File: config.mk
export PLATFORM = sky130hd
export DESIGN_NAME = jtcontra_gfx_romarb_flat
export DESIGN_NICKNAME = d
export VERILOG_FILES = /design/src/rtl/jtcontra_gfx_romarb_if.sv /design/src/rtl/jtcontra_gfx_romarb.sv /design/src/flat_wrapper.sv
export SDC_FILE = /design/constraint.sdc
export NUM_CORES = 1
export LEC_CHECK = 0
export BUFFER_PORTS_ARGS = -buffer_cell sky130_fd_sc_hd__buf_2
export CELL_PAD_IN_SITES_DETAIL_PLACEMENT = 1
export CELL_PAD_IN_SITES_GLOBAL_PLACEMENT = 2
export CORE_AREA = 2 2 120 122
export DETAILED_ROUTE_END_ITERATION = 7
export DIE_AREA = 0 0 122 124
export PLACE_DENSITY_LB_ADDON = 0.2
export SETUP_SLACK_MARGIN = 0.2
export SLEW_MARGIN = 20
export SYNTH_ARGS = -nofsm -noshare
export SYNTH_HDL_FRONTEND = slang
export SYNTH_SLANG_ARGS = --single-unit
File: constraint.sdc
create_clock -name clk -period 4.3 [get_ports clk]
set_input_delay 0.43 -clock clk [delete_from_list [all_inputs] [get_ports clk]]
set_output_delay 0.43 -clock clk [all_outputs]
set_load 0.01 [all_outputs]
File: src/rtl/jtcontra_gfx_romarb_if.sv
// Bus bundle for jtcontra_gfx_romarb: client request/response channels on one
// side, the single shared SDRAM read slot on the other.
// slave  : the arbiter's view
// master : the view of whoever drives the clients and the SDRAM model
interface jtcontra_gfx_romarb_if #(
    parameter int CH = 2,
    parameter int AW = 18,
    parameter int DW = 16
);
    logic [CH-1:0]    en;
    logic [CH-1:0]    req_cs;
    logic [CH*AW-1:0] req_addr;
    logic [CH-1:0]    req_ok;
    logic [CH*DW-1:0] req_data;
    logic             rom_cs;
    logic [AW-1:0]    rom_addr;
    logic             rom_ok;
    logic [DW-1:0]    rom_data;
    logic             busy;
    logic             tout_err;

    modport slave (
        input  en, req_cs, req_addr, rom_ok, rom_data,
        output req_ok, req_data, rom_cs, rom_addr, busy, tout_err
    );

    modport master (
        output en, req_cs, req_addr, rom_ok, rom_data,
        input  req_ok, req_data, rom_cs, rom_addr, busy, tout_err
    );
endinterface

File: src/rtl/jtcontra_gfx_romarb.sv
// SDRAM read arbiter for the 007121-class graphics pipeline. CH clients share
// one SDRAM slot; fixed (RR=0) or round-robin (RR=1) priority, per-channel
// enable gating (disabled channels get zero data without touching SDRAM) and
// invalidation of delivered data when a client changes its address.
// Optional build macro JTCONTRA_GFX_ROMARB_TIMEOUT_EN: abort a slot after TOUT
// cycles without rom_ok, set sticky tout_err and retry the request.
//
// state | meaning
// IDLE  | no slot in flight, pick a winner among pending channels
// WAIT1 | rom_cs just raised; any rom_ok now belongs to the previous slot
// BUSY  | waiting for rom_ok for channel sel
module jtcontra_gfx_romarb #(
    parameter int CH   = 2,
    parameter int AW   = 18,
    parameter int DW   = 16,
    parameter int RR   = 0,
    parameter int TOUT = 63
) (
    input  logic                   clk,
    input  logic                   rst,
    jtcontra_gfx_romarb_if.slave   bus
);
    localparam int SW = (CH > 1) ? $clog2(CH) : 1;

    if (CH < 1 || CH > 8 || TOUT < 1) begin : g_bad_param
        $error("jtcontra_gfx_romarb: CH must be 1..8 and TOUT at least 1");
    end

    typedef enum logic [1:0] {IDLE, WAIT1, BUSY} state_t;

    state_t        state;
    logic [SW-1:0] sel;
    logic [SW-1:0] last_grant;
    logic [SW-1:0] win;
    logic          any_pend;
    logic          found;
    logic [SW:0]   rr_sum;
    logic [SW-1:0] rr_cand;
    logic [CH-1:0] pending;
    logic [AW-1:0] lat_addr [CH];

`ifdef JTCONTRA_GFX_ROMARB_TIMEOUT_EN
    localparam int CW = $clog2(TOUT + 1);
    logic [CW-1:0] cnt;
`else
    assign bus.tout_err = 1'b0;
`endif

    assign bus.busy = (state != IDLE);

    // A channel wants SDRAM when it requests, is enabled, holds no valid data
    // and is not the one already being served.
    always_comb begin
        pending = '0;
        for (int i = 0; i < CH; i++) begin
            pending[i] = bus.req_cs[i] & bus.en[i] & ~bus.req_ok[i]
                       & ~(bus.busy && sel == SW'(i));
        end
    end

    // Winner selection: lowest index, or first pending after last_grant with wrap.
    always_comb begin
        win      = '0;
        found    = 1'b0;
        rr_sum   = '0;
        rr_cand  = '0;
        any_pend = |pending;
        if (RR == 0) begin
            for (int i = CH - 1; i >= 0; i--) begin
                if (pending[i]) win = SW'(i);
            end
        end else begin
            for (int k = 1; k <= CH; k++) begin
                rr_sum = {1'b0, last_grant} + (SW+1)'(k);
                if (rr_sum >= (SW+1)'(CH)) rr_sum = rr_sum - (SW+1)'(CH);
                rr_cand = rr_sum[SW-1:0];
                if (!found && pending[rr_cand]) begin
                    win   = rr_cand;
                    found = 1'b1;
                end
            end
        end
    end

    // Per-channel invalidation / disabled-channel bypass plus the slot FSM.
    always_ff @(posedge clk) begin
        if (rst) begin
            state        <= IDLE;
            sel          <= '0;
            last_grant   <= SW'(CH - 1);
            bus.rom_cs   <= 1'b0;
            bus.rom_addr <= '0;
            bus.req_ok   <= '0;
            bus.req_data <= '0;
            for (int i = 0; i < CH; i++) lat_addr[i] <= '0;
`ifdef JTCONTRA_GFX_ROMARB_TIMEOUT_EN
            cnt          <= '0;
            bus.tout_err <= 1'b0;
`endif
        end else begin
            for (int i = 0; i < CH; i++) begin
                if (!bus.req_cs[i]) begin
                    bus.req_ok[i] <= 1'b0;
                end else if (bus.req_ok[i] && bus.req_addr[i*AW +: AW] != lat_addr[i]) begin
                    bus.req_ok[i] <= 1'b0;
                end else if (!bus.en[i] && !bus.req_ok[i] && !(bus.busy && sel == SW'(i))) begin
                    // the channel being served keeps its slot even if en drops
                    bus.req_ok[i]             <= 1'b1;
                    bus.req_data[i*DW +: DW]  <= '0;
                    lat_addr[i]               <= bus.req_addr[i*AW +: AW];
                end
            end

            case (state)
                IDLE: begin
                    if (any_pend) begin
                        bus.rom_cs    <= 1'b1;
                        bus.rom_addr  <= bus.req_addr[int'(win)*AW +: AW];
                        lat_addr[win] <= bus.req_addr[int'(win)*AW +: AW];
                        sel           <= win;
                        last_grant    <= win;
                        state         <= WAIT1;
`ifdef JTCONTRA_GFX_ROMARB_TIMEOUT_EN
                        cnt           <= '0;
`endif
                    end
                end
                WAIT1: begin
                    state <= BUSY;
`ifdef JTCONTRA_GFX_ROMARB_TIMEOUT_EN
                    cnt   <= cnt + 1'b1;
`endif
                end
                BUSY: begin
                    if (bus.rom_ok) begin
                        // data is only good if the client still wants this address
                        if (bus.req_cs[sel] && bus.req_addr[int'(sel)*AW +: AW] == lat_addr[sel]) begin
                            bus.req_data[int'(sel)*DW +: DW] <= bus.rom_data;
                            bus.req_ok[sel]                  <= 1'b1;
                        end
                        bus.rom_cs <= 1'b0;
                        state      <= IDLE;
                    end
`ifdef JTCONTRA_GFX_ROMARB_TIMEOUT_EN
                    else if (cnt >= CW'(TOUT - 1)) begin
                        bus.rom_cs   <= 1'b0;
                        bus.tout_err <= 1'b1;
                        state        <= IDLE;
                    end else begin
                        cnt <= cnt + 1'b1;
                    end
`endif
                end
                default: state <= IDLE;
            endcase
        end
    end
endmodule
File: src/flat_wrapper.sv
// flat-port wrapper written by rule: the top's interface ports become plain ports
module jtcontra_gfx_romarb_flat 
#(
    parameter int CH   = 2,
    parameter int AW   = 18,
    parameter int DW   = 16,
    parameter int RR   = 0,
    parameter int TOUT = 63
)
  (clk, rst, bus_en, bus_req_cs, bus_req_addr, bus_rom_ok, bus_rom_data, bus_req_ok, bus_req_data, bus_rom_cs, bus_rom_addr, bus_busy, bus_tout_err);
  jtcontra_gfx_romarb_if #(.CH(CH), .AW(AW), .DW(DW)) bus_i ();
  input  logic clk;
  input  logic rst;
  input wire logic [$bits(bus_i.en)-1:0] bus_en;
  input wire logic [$bits(bus_i.req_cs)-1:0] bus_req_cs;
  input wire logic [$bits(bus_i.req_addr)-1:0] bus_req_addr;
  input wire logic [$bits(bus_i.rom_ok)-1:0] bus_rom_ok;
  input wire logic [$bits(bus_i.rom_data)-1:0] bus_rom_data;
  output wire logic [$bits(bus_i.req_ok)-1:0] bus_req_ok;
  output wire logic [$bits(bus_i.req_data)-1:0] bus_req_data;
  output wire logic [$bits(bus_i.rom_cs)-1:0] bus_rom_cs;
  output wire logic [$bits(bus_i.rom_addr)-1:0] bus_rom_addr;
  output wire logic [$bits(bus_i.busy)-1:0] bus_busy;
  output wire logic [$bits(bus_i.tout_err)-1:0] bus_tout_err;
  assign bus_i.en = bus_en;
  assign bus_i.req_cs = bus_req_cs;
  assign bus_i.req_addr = bus_req_addr;
  assign bus_i.rom_ok = bus_rom_ok;
  assign bus_i.rom_data = bus_rom_data;
  assign bus_req_ok = bus_i.req_ok;
  assign bus_req_data = bus_i.req_data;
  assign bus_rom_cs = bus_i.rom_cs;
  assign bus_rom_addr = bus_i.rom_addr;
  assign bus_busy = bus_i.busy;
  assign bus_tout_err = bus_i.tout_err;
  jtcontra_gfx_romarb #(.CH(CH), .AW(AW), .DW(DW), .RR(RR), .TOUT(TOUT)) u_core (.clk(clk), .rst(rst), .bus(bus_i));
endmodule
==> impl_metrics.prom, run 1 <==
# TYPE chip_impl_metric gauge
chip_impl_info{name="run_status",value="completed"} 1
chip_impl_metric{name="ys_types",unit=""} 40
chip_impl_metric{name="cpPeakStageDelay",unit="ns"} 1.05
chip_impl_metric{name="synthCells",unit=""} 466
chip_impl_metric{name="seq_cells_post_synth",unit=""} 93
chip_impl_info{name="synth_flop_cell",value="sky130_fd_sc_hd__dfxtp_1"} 1
chip_impl_metric{name="placeableCoreArea",unit="sq mm"} 0.01372
chip_impl_metric{name="report.final.setup_viol",unit=""} 0
chip_impl_info{name="synth.largest_area_cell",value="sky130_fd_sc_hd__dfxtp_1"} 1
chip_impl_metric{name="timing.critical_path.fanout_max",unit=""} 41
chip_impl_info{name="criticalPathCategory",value="reg2reg"} 1
chip_impl_metric{name="cts_htree_levels",unit=""} 3
chip_impl_metric{name="remaining_drc_errors",unit=""} 0
chip_impl_metric{name="place.port_buffers",unit=""} 112
chip_impl_metric{name="drive_above_1_share",unit="%"} 25.17
chip_impl_metric{name="synth-edff-count",unit=""} 36
chip_impl_metric{name="fp.dieH",unit="um"} 124
chip_impl_metric{name="boundaryPins",unit=""} 114
chip_impl_metric{name="route.antenna.remaining_nets",unit=""} 0
chip_impl_metric{name="die_width",unit="um"} 122
chip_impl_metric{name="tightest_slew",unit="ns"} 1.079
chip_impl_metric{name="worst_skew_pair.late_latency",unit="ns"} 0.35
chip_impl_metric{name="synth-warning-count",unit=""} 0
chip_impl_metric{name="detail_route.wl_per_cell",unit="um"} 19.01
chip_impl_info{name="unrepaired_setup_endpoints_after_global_routing",value="false"} 1
chip_impl_metric{name="antenna_cells_inserted",unit=""} 0
chip_impl_metric{name="total_count_of_max_transition_violations_in_the_final_report",unit=""} 0
chip_impl_metric{name="post_synth_instance_area",unit="sq mm"} 0.004876
chip_impl_info{name="cts_root_buf",value="sky130_fd_sc_hd__clkbuf_16"} 1
chip_impl_metric{name="syn_nets",unit=""} 525
chip_impl_metric{name="grt_pass1_vias",unit=""} 3926
chip_impl_metric{name="grt_first_pass_wirelength",unit="mm"} 22.22
chip_impl_metric{name="cts_resized",unit=""} 0
chip_impl_metric{name="fin_worst_skew",unit="ns"} 0.01021
chip_impl_metric{name="detail_route.iter0.violations",unit=""} 243
chip_impl_metric{name="gp_congestion",unit=""} 0.8429
chip_impl_metric{name="route.final.wire_length",unit="mm"} 14.30
chip_impl_metric{name="drt_first_pass_iters",unit=""} 4
chip_impl_metric{name="power.static_leakage",unit="nW"} 2.411
chip_impl_info{name="synthTopCellsByArea",value="sky130_fd_sc_hd__dfxtp_1 23%, sky130_fd_sc_hd__edfxtp_1 22%, sky130_fd_sc_hd__mux2i_1 15%"} 1
chip_impl_info{name="hold_path_class",value="in2reg"} 1
chip_impl_metric{name="track_usage",unit="%"} 19.77
chip_impl_metric{name="cp.required",unit="ns"} 4.51
chip_impl_metric{name="core.rowCount",unit=""} 43
chip_impl_metric{name="route.vias.total",unit=""} 3868
chip_impl_metric{name="p_per_area",unit="mW/mm^2"} 362.3
chip_impl_metric{name="grt_antenna_before_repair",unit=""} 0
chip_impl_metric{name="ys_async_sr_fraction",unit="%"} 0
chip_impl_metric{name="layout_worst_path_cycle_share",unit="%"} 75.87
chip_impl_metric{name="clk_transition_reported_paths",unit="ns"} 0.06
chip_impl_metric{name="cts_inserted_buffers",unit=""} 9
chip_impl_metric{name="initial_core_util",unit="%"} 35.54
chip_impl_metric{name="syn_avg_cell_area",unit="sq um"} 10.46
chip_impl_metric{name="post-dp-hpwl",unit="mm"} 10.62
chip_impl_metric{name="yosysSeqAreaShare",unit="%"} 45.57
chip_impl_info{name="cts_tree",value="done"} 1
chip_impl_metric{name="die_area",unit="sq mm"} 0.01513
chip_impl_info{name="worstSetupEndpointType",value="flop"} 1
chip_impl_metric{name="grt_overflow",unit=""} 0
chip_impl_metric{name="max-clock-path-buffers",unit=""} 2
chip_impl_metric{name="fin_setup_tns",unit="ns"} 0
chip_impl_metric{name="nNetsFinal",unit=""} 626
chip_impl_metric{name="final_hold_violation_count",unit=""} 0
chip_impl_metric{name="max_cap_violations",unit=""} 0
chip_impl_metric{name="worst_ir_drop_vdd",unit="uV"} 168.2
chip_impl_info{name="worst_path_cell_trace",value="mux2_2, nand4b_1, nor4_2, nand4_1, o211ai_1, a21oi_1"} 1
chip_impl_info{name="crit_path_start_kind",value="flop"} 1
chip_impl_metric{name="area.growth.synth_to_final",unit="%"} 19.14
chip_impl_metric{name="worstPathArrival",unit="ns"} 3.47
chip_impl_metric{name="via_per_inst",unit=""} 5.144
chip_impl_metric{name="clock.fmax",unit="MHz"} 306.5
chip_impl_metric{name="grt_start_max_net_pins",unit=""} 49
chip_impl_metric{name="cts.sinks",unit=""} 93
chip_impl_metric{name="cts_hold_buf",unit=""} 0
chip_impl_metric{name="post-route-min-period",unit="ns"} 3.263
chip_impl_metric{name="cts_setup_buffers",unit=""} 0
chip_impl_info{name="timing.critical_path.slowest_stage_cell",value="sky130_fd_sc_hd__dfxtp_2"} 1
chip_impl_metric{name="synth_top_area_share",unit="%"} 23.40
chip_impl_metric{name="worst_slew_margin_rel",unit="%"} 28.04
chip_impl_metric{name="fin_worst_hold_slack",unit="ns"} 0.3513
placed cells by master, fill, tap and decap left out, types with 15 or more instances in the layout:
master and instances:
sky130_fd_sc_hd__xnor2_1 23, sky130_fd_sc_hd__dfxtp_1 56, sky130_fd_sc_hd__mux2i_1 71, sky130_fd_sc_hd__nor2_1 26, sky130_fd_sc_hd__edfxtp_1 36, sky130_fd_sc_hd__buf_2 112
sky130_fd_sc_hd__o211ai_1 15, sky130_fd_sc_hd__xor2_1 31, sky130_fd_sc_hd__nand2_1 19, sky130_fd_sc_hd__nand4_1 23, sky130_fd_sc_hd__a211oi_1 19, sky130_fd_sc_hd__and2_1 36
sky130_fd_sc_hd__a21oi_1 23, sky130_fd_sc_hd__nand2b_1 18
Yosys cell counts (all sizes together), types with 4 or more instances:
cell,instances
inv,6
xnor2,23
nor3,4
clkbuf,17
nand2b,19
a21oi,24
xor2,31
a211oi,19
nor4,7
buf,12
nor2,27
o211ai,15
mux2i,71
and2,36
edfxtp,36
dfxtp,57
nand2,20
nand3,4
o21ai,4
nand4,23
per-stage QoR:
| stage | setup WS [ns] | power, mW | util [%] | std cells | cell area, sq um |
|---|---|---|---|---|---|
| final | 1.037 | 2.105 | 42.34 | 752 | 5809 |
| after global routing | 0.8252 | 2.218 | 42.34 | 752 | 5809 |
| after CTS | 1.084 | 2.140 | 42.33 | 752 | 5807 |
| after detailed placement | 1.088 | 1.399 | 40.42 | 736 | 5545 |
| after global placement | 1.250 | 1.390 | 40.42 | 736 | 5545 |
| after floorplan | 2.254 | 1.249 | - | 466 | 4876 |
report_power, final:
group	leakage, nW	switching, mW	total (mW)	internal [mW]
clock	0.127	0.340	0.733	0.392
combinational	1.43	0.206	0.348	0.142
sequential	0.850	0.0461	1.02	0.978
total	2.41	0.593	2.10	1.51
per-layer routing:
layer,vias up,wire length (um),global-route usage [%]
met5,-,0,0
li1,1868,-,-
met1,1894,6186,24.17
met3,15,620,4.029
met4,0,232,6.537
met2,91,7259,34.81
sequential cells by signal (all words and copies together), names as in the netlist, named ones only:
signal               count
u_core.bus.req_data     32
u_core.bus.req_ok        2
u_core.bus.rom_addr     18
u_core.bus.rom_cs        1
u_core.lat_addr         36
u_core.sel               1
u_core.state             2
cell type report:
class / count / area, sq um
clock buffer: 12 / 236.5
clock inverter: 4 / 25.02
fill: 1563 / 7910
inverter: 6 / 22.52
multi-input combinational: 338 / 2464
sequential: 93 / 2223
tap: 180 / 225.2
timing repair buffer: 119 / 613.1
cell families (layout without fill, tap and decap cells):
family | count (synthesis) | count (layout) | share of synthesized area, %
AO/OA/AOI/OAI | 67 | 67 | 9.110
XOR/XNOR | 54 | 54 | 9.700
buffers and inverters | 35 | 141 | 4.131
flip-flops | 93 | 93 | 45.57
multiplexers | 72 | 72 | 14.81
other | 1 | 1 | 0.07691
AND/OR/NAND/NOR | 144 | 144 | 16.60
path summary, 6_finish.rpt:
kind / from / endpoint / slack [ns] / cells past startpoint
setup / recovery: u_core.sel$_SDFFE_PP0P_ / u_core.bus.req_data[20]$_SDFF_PP0_ / 1.04 / 6
hold / removal: bus_rom_data[13] / u_core.bus.req_data[13]$_SDFF_PP0_ / 0.35 / 3
setup reg to reg: u_core.sel$_SDFFE_PP0P_ / u_core.bus.req_data[20]$_SDFF_PP0_ / 1.04 / 6
hold reg to reg: u_core.bus.req_data[12]$_SDFF_PP0_ / u_core.bus.req_data[12]$_SDFF_PP0_ / 0.46 / 2
critical path, delay by kind of cell, from the launching register on:
kind             cells  cell delay (ns)
AND/OR/NAND/NOR      3             1.23
flip-flops           1             1.05
AO/OA/AOI/OAI        2             0.51
multiplexers         1             0.33
Power figures use the tool's default switching activity.
==> run 2, diff against run 1 <==
CORE_AREA = 2 2 131 133   (was 2 2 120 122)
DIE_AREA = 0 0 133 135   (was 0 0 122 124)
clock period = 2.9 ns   (was 4.3 ns; I/O delays follow)
==> run 2 against run 1 <==
  * Global-route usage shrank 2.4 points
  * Clock skew is 0.00061 ns higher
  * Die area up 19%
  * Critical path type unchanged
==> impl_metrics.prom, run 2 (same netlist as run 1, synthesis figures left out) <==
# TYPE chip_impl_metric gauge
chip_impl_metric{name="pwr-share-seq",unit="%"} 46.2
chip_impl_metric{name="utilization_of_the_core_after_routing",unit="%"} 36.42
chip_impl_metric{name="via_per_inst",unit=""} 4.874
chip_impl_metric{name="final_hold_violation_count",unit=""} 0
chip_impl_metric{name="max_cap_violations",unit=""} 0
chip_impl_metric{name="post-dp-hpwl",unit="mm"} 11.26
chip_impl_info{name="mostFrequentLayoutCells",value="112 x sky130_fd_sc_hd__buf_2, 71 x sky130_fd_sc_hd__mux2i_1, 56 x sky130_fd_sc_hd__dfxtp_1, 36 x sky130_fd_sc_hd__and2_1, 36 x sky130_fd_sc_hd__edfxtp_1"} 1
chip_impl_metric{name="share_comb_of_total_power",unit="%"} 16.7
chip_impl_metric{name="internal_power",unit="mW"} 2.332
chip_impl_metric{name="antenna_cells_inserted",unit=""} 0
chip_impl_metric{name="cts_hold_buf",unit=""} 0
chip_impl_info{name="layout_top_registers",value="u_core.lat_addr (36), u_core.bus.req_data (32), u_core.bus.rom_addr (18)"} 1
chip_impl_metric{name="fp.dieH",unit="um"} 135
chip_impl_metric{name="area.growth.synth_to_final",unit="%"} 22.56
chip_impl_metric{name="clock.fmax",unit="MHz"} 401.6
chip_impl_metric{name="drt_first_pass_iters",unit=""} 4
chip_impl_metric{name="total_count_of_max_transition_violations_in_the_final_report",unit=""} 0
chip_impl_metric{name="worst_ir_drop_vdd",unit="uV"} 276.2
chip_impl_info{name="worstSetupEndpointType",value="flop"} 1
chip_impl_metric{name="remaining_drc_errors",unit=""} 0
chip_impl_metric{name="reg2reg_setup_slack",unit="ns"} 0.41
chip_impl_metric{name="cts_htree_levels",unit=""} 3
chip_impl_metric{name="fin_worst_skew",unit="ns"} 0.01082
chip_impl_info{name="hold_path_class",value="in2reg"} 1
chip_impl_metric{name="initial_core_util",unit="%"} 29.72
chip_impl_metric{name="cts_inserted_buffers",unit=""} 9
chip_impl_metric{name="drive_above_1_share",unit="%"} 26.25
chip_impl_metric{name="detail_route.wl_per_cell",unit="um"} 19.03
chip_impl_metric{name="power_frac_clock",unit="%"} 37.1
chip_impl_info{name="criticalPathCategory",value="reg2reg"} 1
chip_impl_metric{name="grt_antenna_before_repair",unit=""} 0
chip_impl_metric{name="track_usage",unit="%"} 17.34
chip_impl_metric{name="cts.sinks",unit=""} 93
chip_impl_metric{name="tightest_slew",unit="ns"} 1.038
chip_impl_metric{name="route.final.wire_length",unit="mm"} 15.20
chip_impl_metric{name="switching_power",unit="mW"} 0.9331
chip_impl_metric{name="largest_register_ffs",unit=""} 36
chip_impl_metric{name="report.final.setup_viol",unit=""} 0
chip_impl_metric{name="post-route-min-period",unit="ns"} 2.490
chip_impl_info{name="unrepaired_setup_endpoints_after_global_routing",value="false"} 1
chip_impl_metric{name="grt_pass1_vias",unit=""} 4103
chip_impl_metric{name="core.rowCount",unit=""} 47
chip_impl_info{name="cts_root_buf",value="sky130_fd_sc_hd__clkbuf_16"} 1
chip_impl_metric{name="route.antenna.remaining_nets",unit=""} 0
chip_impl_metric{name="power.static_leakage",unit="nW"} 2.474
chip_impl_metric{name="grt_start_max_net_pins",unit=""} 41
chip_impl_metric{name="cp.required",unit="ns"} 3.12
chip_impl_info{name="run_status",value="completed"} 1
chip_impl_metric{name="die_width",unit="um"} 133
chip_impl_metric{name="placeableCoreArea",unit="sq mm"} 0.01641
chip_impl_metric{name="route.vias.total",unit=""} 3894
chip_impl_metric{name="p_per_area",unit="mW/mm^2"} 546.4
chip_impl_info{name="cts_tree",value="done"} 1
chip_impl_metric{name="fin_setup_tns",unit="ns"} 0
chip_impl_info{name="crit_path_start_kind",value="flop"} 1
chip_impl_metric{name="layout_worst_path_cycle_share",unit="%"} 85.87
chip_impl_metric{name="switching_share",unit="%"} 28.58
chip_impl_metric{name="boundaryPins",unit=""} 114
chip_impl_metric{name="worst_slew_margin_rel",unit="%"} 30.57
chip_impl_metric{name="grt_first_pass_wirelength",unit="mm"} 23.56
chip_impl_metric{name="worstPathArrival",unit="ns"} 2.71
chip_impl_metric{name="timing.critical_path.fanout_max",unit=""} 19
chip_impl_metric{name="clk_transition_reported_paths",unit="ns"} 0.07
chip_impl_metric{name="detail_route.iter0.violations",unit=""} 172
chip_impl_metric{name="die_area",unit="sq mm"} 0.01796
chip_impl_metric{name="place.port_buffers",unit=""} 112
chip_impl_metric{name="grt_overflow",unit=""} 0
chip_impl_info{name="layout_commonest_cell",value="sky130_fd_sc_hd__buf_2"} 1
chip_impl_metric{name="max-clock-path-buffers",unit=""} 2
chip_impl_metric{name="nNetsFinal",unit=""} 633
chip_impl_metric{name="gp_congestion",unit=""} 0.7626
chip_impl_metric{name="cts_setup_buffers",unit=""} 0
chip_impl_metric{name="worst_skew_pair.late_latency",unit="ns"} 0.36
chip_impl_info{name="largest_register",value="u_core.lat_addr"} 1
==> run 2: what timing repair did <==
| item | CTS | global route |
|---|---|---|
| resized for setup | 0 | 1 |
| hold endpoints to repair | 0 | 0 |
| setup endpoints to repair | 0 | 31 |
==> run 2: critical path, cell delays in order, from the launching register on <==
cell                      delay, ns
sky130_fd_sc_hd__dfxtp_4       0.56
sky130_fd_sc_hd__mux2i_1       0.27
sky130_fd_sc_hd__xor2_1        0.10
sky130_fd_sc_hd__nor4_1        0.48
sky130_fd_sc_hd__and4_1        0.43
sky130_fd_sc_hd__nand3_4       0.31
sky130_fd_sc_hd__mux2i_1       0.20
==> run 2: through the flow <==
| step | setup slack (ns) | power (mW) | hold WS (ns) | area, sq um | cells |
|---|---|---|---|---|---|
| 6_report | 0.4099 | 3.265 | 0.2046 | 5976 | 799 |
| 5_1_grt | 0.2502 | 3.414 | 0.2137 | 5976 | 799 |
| 4_1_cts | 0.2507 | 3.316 | 0.1935 | 5973 | 799 |
| 3_5_place_dp | 0.2737 | 2.091 | 0.4541 | 5669 | 783 |
| 3_3_place_gp | 0.3909 | 2.079 | 0.4421 | 5669 | 783 |
| 2_1_floorplan | 0.8543 | 1.852 | 0.4414 | 4876 | 466 |
==> run 2: cell type report <==
class / count / area [sq um]
tap: 220 / 275.3
multi-input combinational: 338 / 2457
fill: 1860 / 10430
timing repair buffer: 126 / 690.7
clock inverter: 5 / 40.04
sequential: 93 / 2226
clock buffer: 11 / 264.0
inverter: 6 / 22.52
==> run 2: final timing paths <==
check,cells after the start,from,end
max,6,u_core.sel$_SDFFE_PP0P_,u_core.bus.req_data[2]$_SDFF_PP0_
min,3,bus_rom_data[9],u_core.bus.req_data[9]$_SDFF_PP0_
max reg2reg,6,u_core.sel$_SDFFE_PP0P_,u_core.bus.req_data[2]$_SDFF_PP0_
min reg2reg,2,u_core.bus.req_data[11]$_SDFF_PP0_,u_core.bus.req_data[11]$_SDFF_PP0_
==> run 2: power groups by stage <==
stage | registers, mW | clock network, mW | logic [mW]
detailed placement | 1.54 | 0 | 0.553
floorplan | 1.53 | 0 | 0.317
finish | 1.51 | 1.21 | 0.545
global route | 1.52 | 1.30 | 0.601
global placement | 1.53 | 0 | 0.545
CTS | 1.51 | 1.25 | 0.557
==> run 2: per-layer routing <==
layer / GRT usage [%] / vias to the layer above / share of wire (%)
met5: 0 / - / 0
met4: 6.571 / 0 / 2.0
met3: 3.003 / 16 / 3.9
met2: 30.14 / 97 / 49
met1: 21.55 / 1900 / 45
li1: - / 1881 / -
